### src/rtl/match_sequencer_pkg.sv
// match_sequencer shared definitions: FSM state encoding and
// reset-default values for the configuration registers.
package match_sequencer_pkg;

    typedef enum logic [1:0] {
        IDLE = 2'd0,
        RUN  = 2'd1,
        DONE = 2'd2
    } state_t;

    localparam int MATCH_A_RST = 5;
    localparam int MATCH_B_RST = 3;
    localparam int LIMIT_RST   = 15;

endpackage

### src/rtl/match_sequencer_tick.sv
// tick_gen: prescaler counting 0..TICK_DIV-1 while enabled.
// Ports: clk, rst (sync, high), clr (sync clear), en, tick (1-cycle).
module tick_gen #(
    parameter int TICK_DIV = 1
) (
    input  logic clk,
    input  logic rst,
    input  logic clr,
    input  logic en,
    output logic tick
);

    localparam int PW = (TICK_DIV > 1) ? $clog2(TICK_DIV) : 1;
    localparam logic [PW-1:0] LAST = PW'(TICK_DIV - 1);

    logic [PW-1:0] pre;

    assign tick = en && !clr && (pre == LAST);

    always_ff @(posedge clk) begin
        if (rst || clr) begin
            pre <= '0;
        end else if (en) begin
            if (tick) begin
                pre <= '0;
            end else begin
                pre <= pre + PW'(1);
            end
        end
    end

endmodule

### src/rtl/match_sequencer.sv
// match_sequencer: steps a counter 0..limit at a prescaled rate
// and flags when count equals either match value.
// Ports: clk, rst (sync, high); start/stop run control;
// cfg_we + cfg_* config load (IDLE only);
// busy, count, result, done registered status outputs.
module match_sequencer
    import match_sequencer_pkg::*;
#(
    parameter int TICK_DIV = 1,
    parameter int CW       = 4
) (
    input  logic          clk,
    input  logic          rst,
    input  logic          start,
    input  logic          stop,
    input  logic          cfg_we,
    input  logic [CW-1:0] cfg_match_a,
    input  logic [CW-1:0] cfg_match_b,
    input  logic [CW-1:0] cfg_limit,
    input  logic          cfg_continuous,
    output logic          busy,
    output logic [CW-1:0] count,
    output logic          result,
    output logic          done
);

    state_t        state, state_n;
    logic [CW-1:0] cnt_n;
    logic [CW-1:0] ma, mb, lim;
    logic [CW-1:0] ma_n, mb_n, lim_n;
    logic          cont, cont_n;
    logic          tick;
    logic          pclr;
    logic          pen;

    // Prescaler only runs in RUN; a stop also restarts it.
    assign pen  = (state == RUN);
    assign pclr = (state != RUN) || stop;

    tick_gen #(
        .TICK_DIV(TICK_DIV)
    ) u_tick (
        .clk (clk),
        .rst (rst),
        .clr (pclr),
        .en  (pen),
        .tick(tick)
    );

    always_comb begin
        state_n = state;
        cnt_n   = count;
        ma_n    = ma;
        mb_n    = mb;
        lim_n   = lim;
        cont_n  = cont;

        // Config visible immediately so a start in the
        // same cycle runs with the freshly loaded values.
        if (state == IDLE && cfg_we) begin
            ma_n   = cfg_match_a;
            mb_n   = cfg_match_b;
            lim_n  = cfg_limit;
            cont_n = cfg_continuous;
        end

        unique case (state)
            IDLE: begin
                if (start && !stop) begin
                    state_n = RUN;
                    cnt_n   = '0;
                end
            end
            RUN: begin
                if (stop) begin
                    state_n = IDLE;
                    cnt_n   = '0;
                end else if (tick) begin
                    if (count == lim) begin
                        if (cont) begin
                            cnt_n = '0;
                        end else begin
                            state_n = DONE;
                        end
                    end else begin
                        cnt_n = count + CW'(1);
                    end
                end
            end
            DONE: begin
                state_n = IDLE;
            end
            default: begin
                state_n = IDLE;
            end
        endcase
    end

    always_ff @(posedge clk) begin
        if (rst) begin
            state  <= IDLE;
            count  <= '0;
            busy   <= 1'b0;
            result <= 1'b0;
            done   <= 1'b0;
            ma     <= CW'(MATCH_A_RST);
            mb     <= CW'(MATCH_B_RST);
            lim    <= CW'(LIMIT_RST);
            cont   <= 1'b0;
        end else begin
            state  <= state_n;
            count  <= cnt_n;
            ma     <= ma_n;
            mb     <= mb_n;
            lim    <= lim_n;
            cont   <= cont_n;
            busy   <= (state_n != IDLE);
            done   <= (state_n == DONE);
            // Registered from next-count so it lines up with count.
            result <= (state_n == RUN)
                   && ((cnt_n == ma_n) || (cnt_n == mb_n));
        end
    end

endmodule

### config.mk
export PLATFORM = sky130hd
export DESIGN_NAME = match_sequencer
export DESIGN_NICKNAME = d
export VERILOG_FILES = /design/src/rtl/match_sequencer_pkg.sv /design/src/rtl/match_sequencer_tick.sv /design/src/rtl/match_sequencer.sv
export SDC_FILE = /design/constraint.sdc
export NUM_CORES = 1
export LEC_CHECK = 0
export ABC_AREA = 1
export BUFFER_PORTS_ARGS = -buffer_cell sky130_fd_sc_hd__buf_2
export CORE_AREA = 4 4 58 60
export DETAILED_ROUTE_END_ITERATION = 8
export DIE_AREA = 0 0 62 64
export PLACE_DENSITY = 0.66
export SYNTH_ARGS = -nofsm -noshare
export SYNTH_HDL_FRONTEND = slang
export SYNTH_SLANG_ARGS = --single-unit
### constraint.sdc
create_clock -name clk -period 1.53 [get_ports clk]
set_input_delay 0.306 -clock clk [delete_from_list [all_inputs] [get_ports clk]]
set_output_delay 0.306 -clock clk [all_outputs]
set_load 0.03 [all_outputs]
After elaboration in Yosys (flattened, before gate mapping). Cells that the tools add are included.

Multiplexer cells: 15. Bitwise logic cells: 1. Reduce and logical (&&, ||, !) cells: 12. $add $sub $neg: 2. Equality and inequality tests: 7.

Operators with widths (number): $mux 4 (7); $eq 4x4->1 (3); $mux 2 (5); $pmux 4 s2 (1); $logic_and 1x1->1 (5); $add 4x1->4 const B (1); $eq 2x1->1 const B (2); $pmux 2 s2 (1); $logic_or 1x1->1 (3); $eq 2x2->1 const B (1); $logic_not 1->1 (2); $logic_not 2->1 (1); $ne 2x1->1 const B (1); $reduce_bool 2->1 (1); $add 1x1->1 const B (1); $mux 1 (1); $not 1->1 (1).

Output and inout bits: 7. Flip-flop bits (word level): 23.

Depth between registers and ports, before layout.
Depth after elaboration: 11. Depth in mapped cells: 16. Depth with buffers taken out: 15.

Cells and area by module. A second synthesis with hierarchy kept.

Cell total of the unflattened synthesis: 192. Area total of the unflattened synthesis: 1313.8 um^2.

Modules (own cells, without submodules): match_sequencer (cells each 183, area an instance 1263.7 um^2, times used 1, seq. area each 440.4 um^2); tick_gen (cells each 9, area an instance 50.0 um^2, times used 1, seq. area each 20.0 um^2).

Worst setup path before layout. OpenSTA, ideal clock, no wires.

Path kind: reg2reg. Start: register count[2]. End: register result. Arrival time: 1.610 ns. Period minus slack after synthesis: 1.724 ns. Buffers on the path: 1. Setup slack: -0.194 ns. Stages on the path, launching flop included: 17. Cells stage by stage: dfxtp_1 -> buf_4 -> inv_2 -> nand2_1 -> nand2_2 -> nor2_4 -> nand3_1 -> nand2_1 -> nand2_1 -> nand2_2 -> nand2_2 -> nand2_1 -> nand2_1 -> nand2_1 -> nor2_1 -> nand2_1 -> a21oi_2.

Longest elaborated chain between the ends: 8. Elaborated cells between the ends (all ways): 17.

RTL lines: start, declared (line match_sequencer.sv:22) `output logic [CW-1:0] count,`; start signal, assigned (line match_sequencer.sv:112) `count <= cnt_n;`; $add 4x1->4 (tied with other cells) (line match_sequencer.sv:86) `cnt_n = count + CW'(1);`; $mux 4 (line match_sequencer.sv:79) `if (count == lim) begin`; $mux 4 (line match_sequencer.sv:78) `end else if (tick) begin`; $mux 4 (line match_sequencer.sv:75) `if (stop) begin`; $pmux 4 s2 (line match_sequencer.sv:67) `unique case (state)`; $eq 4x4->1 (line match_sequencer.sv:121) `&& ((cnt_n == ma_n) || (cnt_n == mb_n));`; $logic_or 1x1->1 (line match_sequencer.sv:121); $logic_and 1x1->1 (*) (line match_sequencer.sv:121); end signal, assigned (line match_sequencer.sv:120) `result <= (state_n == RUN)`; end, declared (line match_sequencer.sv:23) `output logic result,`.

Every way passes the cells marked *; elsewhere a longest branch is shown, timed or not. A chain may end at the register's enable or synchronous reset.

Worst setup path after layout.
Start: register count[1]. End: register result.

The elaborated chain is that of the path after synthesis.

==> results.cfg <==
[routing]
wire_per_inst_um = 12.7
initialDrtViolationCount = 45
ant_nets = 0
routed_wl_um = 3240
num_vias = 1266
drcViolationCount = 0
post_drt_via_cell_ratio = 4.98
dr.pass1.iters = 4

[placement]
placed_area_um2 = 1510
hpwlAfterDp_um = 2240
io_buffers = 24
dp.cells = 245
preCtsSetupSlack_ns = -0.155
gp_congestion = 0.862

[logic_synthesis]
syn_inst = 174
synth.top_cell.area_share_pct = 37.3
ys_ff_latch = 23
synth_area_leader_cell = dfxtp_1
synth.most_common_cell = nand2_1
synth_edf_count = 0
ys_warn_count = 0
yosys-top-cells-area = dfxtp_1, nand2_1, nand2_2, inv_1, nand3_1
synth-seq-area-share_pct = 37.3
ys.flop_type = dfxtp_1
syn_area_um2 = 1230
synth-async-reset-ratio_pct = 0
synthDistinctLibCells = 29
synth_nets = 193
syn_area_per_cell_um2 = 7.09
synthTopCellsByCount = nand2_1, dfxtp_1, inv_1

[power_and_ir_drop]
p_total_w = 0.00118
clkPwrFrac_pct = 25.1
power.switching_w = 0.000344
swShare_pct = 29.0
p_seq_share_pct = 53.9
ir_drop_mv = 0.411
pwr-share-comb_pct = 21.0
power_density_nw_per_um2 = 710
p_leak_nw = 0.833
intPower_w = 0.000841

[flow_run]
cap_violations = 0

[clock_network]
cts_tree = built
cts_buffers = 3
cts_num_sinks = 23
clkSlewWorstSetupHoldPaths_ns = 0.13
cts_buffer_depth = 2
htreeDepth = 1
clock_latency_ns = 0.32
clockRootBuffer = clkbuf_4
hold_buffers = 0

[timing]
hold_violations = 0
timing.hold.ws_ns = 0.196
fin_crit_ns = 1.72
setup_ws_ns = -0.187
setup_viol = 1
max_freq_mhz = 583
finalCritPeriodShare_pct = 112
finClkSkew_ns = 0.000887
slew_viol_final = 0
rsz0062_at_grt = true

[critical_path]
r2r_cells = 14
cp-start-kind = register
crit_fanout = 4
endpoint_kind = register
cp.required_ns = 1.79
cp.arrival_ns = 1.98
crit_type = register to register

[die]
die-area_um2 = 3970
die_h_um = 64
io-pin-count = 25
fp.dieW_um = 62
core_region_area_um2 = 2930
start_util_pct = 42.1
row_count = 20

[final_layout]
final_cells = 254
drive_above_1_share_pct = 47.1
finalInstanceArea_um2 = 1670
area_growth_pct = 35.3
fin_nets = 241
antennaDiodeCount = 0

[global_routing]
grt_pass1_wl_um = 5300
grt_util_all_layers_pct = 17.6
grt_max_degree = 13
grt_pass1_vias = 1195
antenna_found_initial = 0
overflow = 0

[worst_hold_path]
hold_class = input pin to register
min_path_cells = 3

[status]
violations = negative setup slack
outcome = complete, but fails checks
-- per-layer routing --
layer / GRT usage [%] / wire length [µm]
met4: 5.57 / 43
met3: 3.03 / 116
met1: 22.9 / 1410
met5: 0 / 0
met2: 28.6 / 1670
-- flip-flops by register name, indices dropped and copies added (netlist names) --
signal	count
lim	4
result	1
ma	4
mb	4
count	4
cont	1
u_tick.pre	1
state	2
done	1
busy	1
-- per-stage QoR --
step | util (%) | setup TNS, ns
2_1_floorplan | - | 0
3_3_place_gp | 51.7 | -0.0337
3_5_place_dp | 51.7 | -0.155
4_1_cts | 55.3 | -0.0810
5_1_grt | 57.0 | -0.461
6_report | 57.0 | -0.187
-- worst max-delay path: stages, from the launching register on --
cell	delay (ns)
dfxtp_4	0.38
inv_2	0.04
nand2_2	0.05
nand2_2	0.06
nor2_4	0.20
nand3_2	0.12
nand2_2	0.09
nand2_2	0.05
nand2_2	0.10
nand2_4	0.07
nand3_2	0.07
nand2_1	0.07
nor2_1	0.11
nand2_1	0.10
a21oi_2	0.15
-- layout by cell type (no fill, tap or decap), drive strengths merged --
| master | count |
|---|---|
| nand2 | 62 |
| buf | 47 |
| dfxtp | 23 |
| inv | 20 |
| nor2 | 16 |
| nand3 | 13 |
| a21oi | 9 |
| nand3b | 5 |
| mux2i | 5 |
| o211ai | 4 |
| clkbuf | 4 |
| o21ai | 4 |
| or2 | 3 |
| nand4 | 1 |
| a32oi | 1 |
| clkinv | 1 |
| xor2 | 1 |
| ha | 1 |
| conb | 1 |
-- area by class of cell --
cell class / count / area (µm²)
Tap cell: 33 / 41.3
Fill cell: 290 / 1260
Multi-Input combinational cell: 126 / 743
Clock buffer: 4 / 26.3
Inverter: 21 / 78.8
Timing Repair Buffer: 47 / 297
Sequential cell: 23 / 483
-- repair_timing --
action | CTS | global route
gates cloned | 0 | 0
resized for setup | 18 | 16
pin swaps | 7 | 13
setup endpoints to repair | 1 | 3
buffers inserted | 4 | 1
-- power by group through the flow --
| stage | sequential [W] | clock, W | combinational [W] |
|---|---|---|---|
| 3_3_place_gp | 0.000649 | 0 | 0.000219 |
| 6_report | 0.000638 | 0.000298 | 0.000249 |
| 4_1_cts | 0.000637 | 0.000298 | 0.000239 |
| 5_1_grt | 0.000642 | 0.000330 | 0.000276 |
| 2_1_floorplan | 0.000652 | 0 | 0.000135 |
| 3_5_place_dp | 0.000650 | 0 | 0.000224 |
-- cell families after synthesis --
group	share of synthesized area (%)
compound gates	9.03
xor+xnor	0.710
fa+ha+maj	1.01
buf+inv	8.62
flops	37.3
mux	4.06
other cells	0.304
simple gates	38.9
-- final timing paths --
path | start | to | slack (ns)
max | count[1] | result | -0.19
min | cfg_limit[2] | lim[2] | 0.20
max reg2reg | count[1] | result | -0.19
min reg2reg | ma[0] | ma[0] | 0.51
(Power assumes the default switching activity.)
